### src/rtl/uq_tdd_sw_ctrl_pkg.sv
// Shared types for the TDD RF front-end switch controller: state encoding,
// per-state output decode and guard-gap selection.
package uq_tdd_sw_ctrl_pkg;

  localparam int CNT_W_DEF = 12;
  localparam int ERR_W_DEF = 16;

  typedef enum logic [2:0] {
    ST_IDLE    = 3'd0,
    ST_UL_ON   = 3'd1,
    ST_U2D_SW  = 3'd2,
    ST_U2D_PA  = 3'd3,
    ST_DL_ON   = 3'd4,
    ST_D2U_SW  = 3'd5,
    ST_D2U_LNA = 3'd6
  } state_e;

  typedef enum logic [1:0] {
    GAP_UL2DL  = 2'd0,
    GAP_PA_ON  = 2'd1,
    GAP_DL2UL  = 2'd2,
    GAP_LNA_ON = 2'd3
  } gap_sel_e;

  typedef struct packed {
    logic pa_en;
    logic lna_en;
    logic sw_dl;
  } rf_ctl_t;

  function automatic rf_ctl_t rf_decode(input state_e st);
    rf_ctl_t c;
    c = '{pa_en: 1'b0, lna_en: 1'b0, sw_dl: 1'b0};
    case (st)
      ST_UL_ON:  c.lna_en = 1'b1;
      ST_U2D_PA: c.sw_dl  = 1'b1;
      ST_DL_ON:  begin c.pa_en = 1'b1; c.sw_dl = 1'b1; end
      ST_D2U_SW: c.sw_dl  = 1'b1;
      default:   c = '{pa_en: 1'b0, lna_en: 1'b0, sw_dl: 1'b0};
    endcase
    return c;
  endfunction

  // Untimed states map to an arbitrary gap; their done flag is ignored.
  function automatic gap_sel_e gap_select(input state_e st);
    gap_sel_e g;
    case (st)
      ST_U2D_SW:  g = GAP_UL2DL;
      ST_U2D_PA:  g = GAP_PA_ON;
      ST_D2U_SW:  g = GAP_DL2UL;
      ST_D2U_LNA: g = GAP_LNA_ON;
      default:    g = GAP_UL2DL;
    endcase
    return g;
  endfunction

endpackage

### src/rtl/uq_tdd_sw_ctrl_gap_timer.sv
// Guard-gap timer: up-counter cleared on state entry, shadowed gap config
// captured at the start of each transition, done when the count hits the gap.
module uq_tdd_sw_ctrl_gap_timer
  import uq_tdd_sw_ctrl_pkg::*;
#(
  parameter int CNT_W = CNT_W_DEF
) (
  input  logic             clk,
  input  logic             rst,
  input  logic             clr,
  input  logic             load,
  input  logic [CNT_W-1:0] ul2dl_gap,
  input  logic [CNT_W-1:0] pa_on_dly,
  input  logic [CNT_W-1:0] dl2ul_gap,
  input  logic [CNT_W-1:0] lna_on_dly,
  input  gap_sel_e         sel,
  output logic             done
);

  logic [CNT_W-1:0] cnt;
  logic [CNT_W-1:0] sh_ul2dl;
  logic [CNT_W-1:0] sh_pa_on;
  logic [CNT_W-1:0] sh_dl2ul;
  logic [CNT_W-1:0] sh_lna_on;
  logic [CNT_W-1:0] gap_cur;

  always_ff @(posedge clk) begin
    if (rst) begin
      cnt       <= '0;
      sh_ul2dl  <= '0;
      sh_pa_on  <= '0;
      sh_dl2ul  <= '0;
      sh_lna_on <= '0;
    end else begin
      cnt <= clr ? '0 : cnt + CNT_W'(1);
      if (load) begin
        sh_ul2dl  <= ul2dl_gap;
        sh_pa_on  <= pa_on_dly;
        sh_dl2ul  <= dl2ul_gap;
        sh_lna_on <= lna_on_dly;
      end
    end
  end

  always_comb begin
    gap_cur = sh_ul2dl;
    case (sel)
      GAP_UL2DL:  gap_cur = sh_ul2dl;
      GAP_PA_ON:  gap_cur = sh_pa_on;
      GAP_DL2UL:  gap_cur = sh_dl2ul;
      GAP_LNA_ON: gap_cur = sh_lna_on;
      default:    gap_cur = sh_ul2dl;
    endcase
    done = (cnt == gap_cur);
  end

endmodule

### src/rtl/uq_tdd_sw_ctrl.sv
// Break-before-make PA/LNA/T-R switch sequencer driven by the TDD DL/UL decision.
//   state      | meaning
//   IDLE       | not valid / reset: everything off, switch on UL
//   UL_ON      | receive: LNA on, switch UL
//   U2D_SW     | LNA off, waiting ul2dl_gap before moving switch to DL
//   U2D_PA     | switch DL, waiting pa_on_dly before PA on
//   DL_ON      | transmit: PA on, switch DL
//   D2U_SW     | PA off, waiting dl2ul_gap before moving switch to UL
//   D2U_LNA    | switch UL, waiting lna_on_dly before LNA on
module uq_tdd_sw_ctrl
  import uq_tdd_sw_ctrl_pkg::*;
#(
  parameter int CNT_W = CNT_W_DEF,
  parameter int ERR_W = ERR_W_DEF
) (
  input  logic             clk,
  input  logic             i_rst,
  input  logic             tdd_valid,
  input  logic             tdd_in,
  input  logic [CNT_W-1:0] ul2dl_gap,
  input  logic [CNT_W-1:0] pa_on_dly,
  input  logic [CNT_W-1:0] dl2ul_gap,
  input  logic [CNT_W-1:0] lna_on_dly,
  output logic             pa_en,
  output logic             lna_en,
  output logic             sw_dl,
  output logic [ERR_W-1:0] abort_cnt
);

  state_e  state;
  state_e  nxt;
  logic    tdd_q;
  logic    abort;
  logic    load;
  logic    entry;
  logic    gap_done;
  rf_ctl_t ctl_nxt;

  // Plain data register: keeps tracking tdd_in through reset so a restart
  // immediately honours the current direction.
  always_ff @(posedge clk) begin
    tdd_q <= tdd_in;
  end

  always_comb begin
    nxt   = state;
    abort = 1'b0;
    load  = 1'b0;
    if (!tdd_valid) begin
      nxt = ST_IDLE;
    end else begin
      case (state)
        ST_IDLE: begin
          nxt  = tdd_q ? ST_U2D_SW : ST_D2U_LNA;
          load = 1'b1;
        end
        ST_UL_ON: begin
          if (tdd_q) begin
            nxt  = ST_U2D_SW;
            load = 1'b1;
          end
        end
        ST_U2D_SW: begin
          if (!tdd_q) begin
            nxt   = ST_D2U_LNA;
            abort = 1'b1;
            load  = 1'b1;
          end else if (gap_done) begin
            nxt = ST_U2D_PA;
          end
        end
        ST_U2D_PA: begin
          if (!tdd_q) begin
            nxt   = ST_D2U_SW;
            abort = 1'b1;
            load  = 1'b1;
          end else if (gap_done) begin
            nxt = ST_DL_ON;
          end
        end
        ST_DL_ON: begin
          if (!tdd_q) begin
            nxt  = ST_D2U_SW;
            load = 1'b1;
          end
        end
        ST_D2U_SW: begin
          if (tdd_q) begin
            nxt   = ST_U2D_PA;
            abort = 1'b1;
            load  = 1'b1;
          end else if (gap_done) begin
            nxt = ST_D2U_LNA;
          end
        end
        ST_D2U_LNA: begin
          if (tdd_q) begin
            nxt   = ST_U2D_SW;
            abort = 1'b1;
            load  = 1'b1;
          end else if (gap_done) begin
            nxt = ST_UL_ON;
          end
        end
        default: nxt = ST_IDLE;
      endcase
    end
    entry   = (nxt != state) || !tdd_valid;
    ctl_nxt = rf_decode(nxt);
  end

  uq_tdd_sw_ctrl_gap_timer #(
    .CNT_W (CNT_W)
  ) u_gap_timer (
    .clk        (clk),
    .rst        (i_rst),
    .clr        (entry),
    .load       (load),
    .ul2dl_gap  (ul2dl_gap),
    .pa_on_dly  (pa_on_dly),
    .dl2ul_gap  (dl2ul_gap),
    .lna_on_dly (lna_on_dly),
    .sel        (gap_select(state)),
    .done       (gap_done)
  );

  // Outputs decode the next state so they move on the same edge as state.
  always_ff @(posedge clk) begin
    if (i_rst) begin
      state     <= ST_IDLE;
      pa_en     <= 1'b0;
      lna_en    <= 1'b0;
      sw_dl     <= 1'b0;
      abort_cnt <= '0;
    end else begin
      state  <= nxt;
      pa_en  <= ctl_nxt.pa_en;
      lna_en <= ctl_nxt.lna_en;
      sw_dl  <= ctl_nxt.sw_dl;
      if (abort && (abort_cnt != {ERR_W{1'b1}})) begin
        abort_cnt <= abort_cnt + ERR_W'(1);
      end
    end
  end

endmodule

### config.mk
export PLATFORM = sky130hd
export DESIGN_NAME = uq_tdd_sw_ctrl
export DESIGN_NICKNAME = d
export VERILOG_FILES = /design/src/rtl/uq_tdd_sw_ctrl_pkg.sv /design/src/rtl/uq_tdd_sw_ctrl_gap_timer.sv /design/src/rtl/uq_tdd_sw_ctrl.sv
export SDC_FILE = /design/constraint.sdc
export NUM_CORES = 1
export LEC_CHECK = 0
export CORE_ASPECT_RATIO = 0.5
export CORE_UTILIZATION = 53
export DETAILED_ROUTE_END_ITERATION = 6
export GPL_ROUTABILITY_DRIVEN = 0
export HOLD_SLACK_MARGIN = 0.05
export PLACE_DENSITY = 0.82
export SYNTH_ARGS = -nofsm -noshare
export SYNTH_HDL_FRONTEND = slang
export SYNTH_SLANG_ARGS = --single-unit
### constraint.sdc
create_clock -name clk -period 3.4 [get_ports clk]
set_input_delay 0.68 -clock clk [delete_from_list [all_inputs] [get_ports clk]]
set_output_delay 0.68 -clock clk [all_outputs]
set_load 0.05 [all_outputs]
; Word level (Yosys, flattened, before mapping)
; Index checks and enable logic that the tools add are counted.
[word_totals]
ff_bits = 83
output_inout_bits = 19
word_cells = 64
[op_classes]
n_eq_ne = 16
reduce_logical = 11
mux = 24
addsub = 2
[op_table]
columns = cell, n
row1 = 12-bit case mux with 4 select lines, 1
row2 = 3-bit 2-to-1 mux, 12
row3 = 3-bit case mux with 7 select lines, 1
row4 = "16-bit by 1-bit adder with 16-bit output, second input constant", 1
row5 = "16-bit inequality test, second input constant", 1
row6 = "3-bit equality test, second input constant", 5
row7 = "12-bit by 1-bit adder with 12-bit output, second input constant", 1
row8 = 12-bit equality test, 1
row9 = "3-bit by 2-bit equality test with 1-bit output, second input constant", 3
row10 = 3-bit OR reduction, 3
row11 = 1-bit 2-to-1 mux, 7
row12 = "3-bit by 1-bit equality test with 1-bit output, second input constant", 2
row13 = 2-bit case mux with 3 select lines, 1
row14 = 2-bit OR reduction, 3
row15 = "2-bit equality test, second input constant", 2
row16 = 3-bit zero test, 1
row17 = 3-bit inequality test, 1
row18 = 1-bit case mux with 3 select lines, 1
row19 = "2-bit by 1-bit equality test with 1-bit output, second input constant", 1
row20 = 2-bit zero test, 1
row21 = 1-bit case mux with 2 select lines, 1
row22 = 1-bit logical AND, 1
row23 = 1-bit zero test, 1
row24 = 1-bit logical OR, 1

; Depth between registers and ports, before layout
; Gate-level depths: netlist of run 1.
[depth]
depth_word = 12
ltp_mapped = 12
ltp_nobuf = 9

; Cells and area by module
; Synthesis of run 1 repeated with hierarchy kept, for this count alone.
[unflattened]
hier_cells = 398
hier_area_um2 = 3958.8
[modules_own_cells]
columns = mod, n_inst, area_per_inst_um2, cells_per_inst
row1 = uq_tdd_sw_ctrl_gap_timer, 1, 2620.0, 238
row2 = uq_tdd_sw_ctrl, 1, 1338.8, 160

; Worst setup path before layout of run 1
; No wires, ideal clock.
[synth_path]
kind = reg2reg
startpoint = register state[1]
endpoint = register u_gap_timer.cnt[3]
slack_ns = 0.684
t_arrival_ns = 2.601
stages_incl_launch_ff = 12
period_less_slack_ns = 2.716
setup_ns = 0.115
path_buffers = 3
cell_sequence = dfxtp_1 > buf_6 > and3b_4 > buf_6 > a211oi_2 > o22ai_1 > or4_4 > nor4_4 > a22oi_2 > o31ai_2 > buf_6 > nor2_2
[synth_between]
elab_chain_len = 12
[synth_rtl]
columns = item, line
row1 = "start, declared", uq_tdd_sw_ctrl.sv:30  ; state_e state;
row2 = "start signal, assigned", uq_tdd_sw_ctrl.sv:136  ; state <= nxt;
row3 = 3-bit equality test or 3-bit by 2-bit equality test with 1-bit output (tied branches), "uq_tdd_sw_ctrl_pkg.sv:47, uq_tdd_sw_ctrl.sv:52"
row4 = 2-bit case mux with 3 select lines, uq_tdd_sw_ctrl_pkg.sv:47  ; case (st)
row5 = 2-bit equality test (tied with other cells), uq_tdd_sw_ctrl_gap_timer.sv:47  ; case (sel)
row6 = 12-bit case mux with 4 select lines, uq_tdd_sw_ctrl_gap_timer.sv:47
row7 = 12-bit equality test, uq_tdd_sw_ctrl_gap_timer.sv:54  ; done = (cnt == gap_cur);
row8 = 3-bit 2-to-1 mux (on tied branches) (2 in series), n/a
row9 = 3-bit case mux with 7 select lines, uq_tdd_sw_ctrl.sv:52  ; case (state)
row10 = 3-bit 2-to-1 mux, uq_tdd_sw_ctrl.sv:49  ; if (!tdd_valid) begin
row11 = 3-bit inequality test *, uq_tdd_sw_ctrl.sv:108  ; entry = (nxt != state) || !tdd_valid;
row12 = 1-bit logical OR *, uq_tdd_sw_ctrl.sv:108
row13 = 2-bit OR reduction (no source line) *, n/a
row14 = "end signal, assigned", uq_tdd_sw_ctrl_gap_timer.sv:35  ; cnt <= clr ? '0 : cnt + CNT_W'(1);
row15 = "end, declared", uq_tdd_sw_ctrl_gap_timer.sv:20  ; logic [CNT_W-1:0] cnt;
; Every way passes the cells marked *; elsewhere a longest branch is shown, timed or not.
; A chain may end at the register's enable or synchronous reset.

; Worst setup path in the final report of run 1
[layout_path]
startpoint = register state[2]
endpoint = register state[1]
[layout_between]
elab_chain_len = 9
[layout_rtl]
columns = item, line
row1 = 3-bit equality test or 3-bit by 2-bit equality test with 1-bit output (tied branches), "uq_tdd_sw_ctrl_pkg.sv:47, uq_tdd_sw_ctrl.sv:52"
row2 = 2-bit case mux with 3 select lines, uq_tdd_sw_ctrl_pkg.sv:47
row3 = 2-bit equality test (tied with other cells), uq_tdd_sw_ctrl_gap_timer.sv:47
row4 = 12-bit case mux with 4 select lines, uq_tdd_sw_ctrl_gap_timer.sv:47
row5 = 12-bit equality test, uq_tdd_sw_ctrl_gap_timer.sv:54
row6 = 3-bit 2-to-1 mux (on tied branches) (2 in series), n/a
row7 = 3-bit case mux with 7 select lines *, uq_tdd_sw_ctrl.sv:52
row8 = 3-bit 2-to-1 mux *, uq_tdd_sw_ctrl.sv:49
; Marked as above.

==> results.toml, run 1 <==
[run_status]
violations = "design-rule violations"
status = "finished, violations left"

[drt]
wl_per_cell_um = 15.5
num_vias = 3897
drt_iter0_markers = 570
ant_nets = 0
firstDrtPassIters = 7
drt-total-wl_um = 10700
remaining_drc_errors = 1
post_drt_via_cell_ratio = 5.64

[logic_synthesis]
yosys_warnings = 0
ys_types = 56
syn_nets = 575
synthArstFlopShare = 0
syn-mean-instance-area_um2 = 7.98
synth-main-ff-cell = "dfxtp_1"
synth_edf_count = 0
synth_seq_area_share = 0.400
netlist_instances = 521
ys_ff_latch = 83
synth_area_mm2 = 0.00416

[global_route]
antenna_found_initial = 0
grt_remaining_overflow = 0
grt_pass1_wl_um = 17600
grt_max_degree = 49
grt_pass1_vias = 3524
track_usage = 0.279

[critical_path]
path_class = "reg -> reg"
cpMaxStageDelayCell = "or4_4"
critPathMaxStageDelay_ns = 0.51
arrival_ns = 3.25
critPathRequiredTime_ns = 3.62
crit_chain = "buf_4 > and3b_4 > a211oi_2 > o22ai_1 > or4_4 > nor4_4 > and2_1 > a21oi_1 > o31a_1"
path_delay_family = "simple AND/OR/NAND/NOR gates"
path_buf_inv = 1
r2r_setup_slack_ns = 0.37
start_kind = "register"
crit_fanout = 16
cp-end-kind = "register"

[final_layout]
nets = 632
utilization = 0.697
regArea_mm2 = 0.00166
layout_commonest_cell = "nand2_1"
drive_gt1_frac = 0.0892
mostFrequentLayoutCells = "nand2_1 (119), dfxtp_1 (82), clkdlybuf4s50_1 (69), a21oi_1 (61), nor2_1 (23)"
multiInputGateArea_mm2 = 0.00224
antenna_cells = 0
n_fill_cell = 595
area_growth_pct = 25.0

[floorplan]
initial_utilization = 0.557
rows = 22
dieArea_mm2 = 0.00822
fp.dieH_um = 64.6
fp.coreArea_mm2 = 0.00746
die_w_um = 127
ioPinCount = 71

[timing]
worstMarginPinSlew_ns = 0.846
finalSetupViolCount = 0
maxSlewViolCount = 0
finalCritPeriodShare = 0.890
relSlewSlack = 0.427
fmax_ghz = 0.330
rsz0062_at_grt = "false"
fin_crit_ns = 3.03
finalClockSkew_ns = 0.00501
final_hold_viol_count = 0
fin_setup_tns_ns = 0

[pwr]
p_leak_nw = 1.84
powerDensity_mw_per_mm2 = 446
peakVddDrop_v = 0.000264

[clocking]
cts.sinks = 83
clk-insertion-delay-late_ns = 0.35
clkTransAtPathRegs_ns = 0.06
clock_path_buffers = 2
cts_tree = "built"
cts-resized-gates = 0
cts_hold_buf = 0
cts-root-buf = "clkbuf_16"
post_cts_buffers = 0
htreeDepth = 3
cts_buffers = 9

[job]
drv_cap = 0

[place]
io_buffers = 70
dpl.hpwl_um = 7820

[min_path]
hp-class = "reg -> reg"
## worst min-delay path: cells and delay by family, from the launching register on
| family | cells | cell delay [ns] |
|---|---|---|
| and+or+nand+nor | 1 | 0.05 |
| DFF | 1 | 0.31 |
| AOI/OAI and AO/OA | 1 | 0.05 |
## per-stage QoR
| step | setup slack, ns | cells | hold slack [ns] | power, mW | area, µm² |
|---|---|---|---|---|---|
| after floorplan | 0.684 | 521 | 0.432 | 1.25 | 4160 |
| after global placement | 0.323 | 675 | 0.444 | 1.36 | 4900 |
| after detailed placement | 0.229 | 675 | 0.450 | 1.37 | 4900 |
| after CTS | 0.209 | 691 | 0.458 | 2.34 | 5200 |
| after global routing | 0.253 | 691 | 0.467 | 2.42 | 5200 |
| final | 0.373 | 691 | 0.459 | 2.32 | 5200 |
## logic make-up (layout without fill, tap and decap cells)
group,Yosys count,count (layout),synth area share
flip-flops,83,83,0.400
multiplexers,6,6,0.0144
AND/OR/NAND/NOR,230,230,0.283
XOR/XNOR,27,27,0.0587
adder cells (fa/ha/maj),2,2,0.00602
buffers and inverters,57,119,0.0620
AO/OA/AOI/OAI,116,116,0.176
## final timing paths
| path | end | start | cells after the start |
|---|---|---|---|
| worst max-delay path | state[1] | state[2] | 9 |
| worst min-delay path | u_gap_timer.sh_pa_on[9] | u_gap_timer.sh_pa_on[9] | 2 |
| worst max register to register | state[1] | state[2] | 9 |
| worst min register to register | u_gap_timer.sh_pa_on[9] | u_gap_timer.sh_pa_on[9] | 2 |
## layout make-up
class,instances,area share
Multi-Input combinational cell,381,0.431
Sequential cell,83,0.320
Timing Repair Buffer,82,0.151
Clock buffer,11,0.0448
Tap cell,108,0.0260
Inverter,21,0.0152
Clock inverter,5,0.0118
## report_power, final
| group | internal (mW) | switching (mW) | total, mW |
|---|---|---|---|
| Sequential | 1.02 | 0.0384 | 1.06 |
| Clock | 0.573 | 0.394 | 0.967 |
| Combinational | 0.139 | 0.159 | 0.298 |
| Total | 1.73 | 0.592 | 2.32 |
## cell usage after synthesis (all sizes together) (6+ instances only)
cell | n | area, µm²
nand2 | 119 | 447
dfxtp | 83 | 1660
a21oi | 62 | 314
nor2 | 33 | 149
clkbuf | 24 | 90.1
inv | 21 | 78.8
xnor2 | 18 | 165
nor4bb | 17 | 170
buf | 12 | 88.8
nand3 | 12 | 60.1
nor3 | 9 | 56.3
o21ai | 9 | 45.0
xor2 | 9 | 78.8
a211oi | 8 | 70.1
mux2i | 6 | 60.1
nand2b | 6 | 37.5
o22ai | 6 | 37.5
## sequential cells by signal, indices dropped and copies added (netlist names)
signal / count
abort_cnt: 16
u_gap_timer.cnt: 12
u_gap_timer.sh_dl2ul: 12
u_gap_timer.sh_lna_on: 12
u_gap_timer.sh_pa_on: 12
u_gap_timer.sh_ul2dl: 12
state: 3
lna_en: 1
pa_en: 1
sw_dl: 1
tdd_q: 1
## routing by layer
metal,up-vias,part of all wire,track usage
met1,1797,0.46,0.370
met5,-,0,0
met4,0,0.014,0.0655
met2,164,0.42,0.419
met3,19,0.10,0.114
li1,1917,-,-
(Power assumes the default switching activity.)
==> run 2, diff against run 1 <==
--- a/config.mk
+++ b/config.mk
@@ -6,11 +6,13 @@
 export NUM_CORES = 1
 export LEC_CHECK = 0
 export CORE_ASPECT_RATIO = 0.5
-export CORE_UTILIZATION = 53
+export CORE_UTILIZATION = 55
+export CTS_BUF_LIST = sky130_fd_sc_hd__clkbuf_4
+export CTS_CLUSTER_DIAMETER = 50
 export DETAILED_ROUTE_END_ITERATION = 6
 export GPL_ROUTABILITY_DRIVEN = 0
 export HOLD_SLACK_MARGIN = 0.05
-export PLACE_DENSITY = 0.82
+export PLACE_DENSITY = 0.84
 export SYNTH_ARGS = -nofsm -noshare
 export SYNTH_HDL_FRONTEND = slang
 export SYNTH_SLANG_ARGS = --single-unit
==> run 2 against run 1 <==
The run still ends with design-rule violations left. Clock power shrank 38%. Global-route usage grew 0.60 points. Clock skew grew 0.016 ns. Largest power group unchanged.
==> results.toml, run 2 (same netlist as run 1, synthesis figures left out) <==
[critical_path]
path_class = "reg -> reg"
crit_fanout = 19
critPathRequiredTime_ns = 3.78
cp-end-kind = "register"
arrival_ns = 3.41
start_kind = "register"
r2r_setup_slack_ns = 0.37

[floorplan]
dieArea_mm2 = 0.00793
rows = 21
die_w_um = 125
fp.dieH_um = 63.5
fp.coreArea_mm2 = 0.00699
initial_utilization = 0.595
ioPinCount = 71

[clocking]
cts_hold_buf = 0
clkTransAtPathRegs_ns = 0.14
clock_path_buffers = 2
post_cts_buffers = 0
clk-insertion-delay-late_ns = 0.47
cts_tree = "built"
cts.sinks = 83
htreeDepth = 3
cts-resized-gates = 0
cts_buffers = 9
cts-root-buf = "clkbuf_4"

[timing]
finalClockSkew_ns = 0.0209
finalSetupViolCount = 0
final_hold_viol_count = 0
hold_slack_ns = 0.471
rsz0062_at_grt = "false"
worstMarginPinSlew_ns = 0.875
relSlewSlack = 0.416
finalCritPeriodShare = 0.891
fmax_ghz = 0.330
fin_setup_tns_ns = 0
fin_crit_ns = 3.03
worst_slack_ns = 0.370
maxSlewViolCount = 0

[place]
dp.cells = 664
io_buffers = 70
dpl.hpwl_um = 8040
post-place-ws_ns = 0.382
placed_area_mm2 = 0.00492

[pwr]
peakVddDrop_v = 0.000247
finalPower_mw = 1.96
powerDensity_mw_per_mm2 = 387
p_leak_nw = 1.80

[final_layout]
utilization = 0.724
nets = 637
layout_commonest_cell = "nand2_1"
stdcell_count = 680
largest_register = "abort_cnt"
largest_reg_flops = 16
area_growth_pct = 21.8
antenna_cells = 0
drive_gt1_frac = 0.0969
final_cell_area_mm2 = 0.00506
mostFrequentLayoutCells = "nand2_1 (119), dfxtp_1 (83), clkdlybuf4s50_1 (69), a21oi_1 (61), nor2_1 (23)"

[global_route]
grt_remaining_overflow = 0
met3_usage = 0.0960
antenna_found_initial = 0
grt_max_degree = 42
grt_pass1_vias = 3504
use_met1 = 0.394
track_usage = 0.285
top_usage_layer = "met2"
grtUsageMet2 = 0.416
grt_pass1_wl_um = 17500

[drt]
wl_per_cell_um = 15.9
post_drt_via_cell_ratio = 5.86
drt_iter0_markers = 416
drt-total-wl_um = 10800
ant_nets = 0
num_vias = 3988
remaining_drc_errors = 4
firstDrtPassIters = 7

[job]
drv_cap = 0

[run_status]
violations = "design-rule violations"
status = "finished, violations left"

[min_path]
hp-class = "reg -> reg"
[run 2: changes by cell type in the layout (fill, tap and decap cells not counted)]
cell,delta
buf_4,+5
clkinv_1,+1
clkinv_4,-1
clkbuf_16,-9
inv_6,+1
dfxtp_2,-1
clkbuf_1,-2
clkinv_2,-1
clkbuf_4,+11
dfxtp_1,+1
[run 2: final cells by class]
| cell class | count | area (µm²) |
|---|---|---|
| multi-input cells | 381 | 2240 |
| fillers | 581 | 1930 |
| flip-flops and latches | 83 | 1660 |
| repair buffers | 87 | 823 |
| well taps | 92 | 115 |
| clock buffers | 11 | 82.6 |
| inverters | 21 | 78.8 |
| clock inverters | 5 | 60.1 |
[run 2: where the power goes]
part	switching, mW	internal [mW]
Combinational	0.162	0.142
Clock	0.356	0.245
Sequential	0.0378	1.02
Total	0.556	1.40
[run 2: path summary, 6_finish.rpt]
check / startpoint / to / cells past startpoint
max: state[0] / u_gap_timer.cnt[2] / 10
min: u_gap_timer.sh_pa_on[2] / u_gap_timer.sh_pa_on[2] / 2
max reg2reg: state[0] / u_gap_timer.cnt[2] / 10
min reg2reg: u_gap_timer.sh_pa_on[2] / u_gap_timer.sh_pa_on[2] / 2
[run 2: per-layer routing]
layer,up-vias,part of all wire
met5,-,0
met2,177,0.42
met4,0,0.011
met1,1866,0.46
li1,1926,-
met3,19,0.11
[run 2: critical path, stage by stage, from the launching register on]
cell	delay [ns]
dfxtp_1	0.40
buf_4	0.22
and3b_4	0.25
a211oi_1	0.37
o2111ai_1	0.15
or4_4	0.45
nor4_4	0.42
a22oi_2	0.15
o31ai_2	0.24
buf_4	0.25
nor2_1	0.07
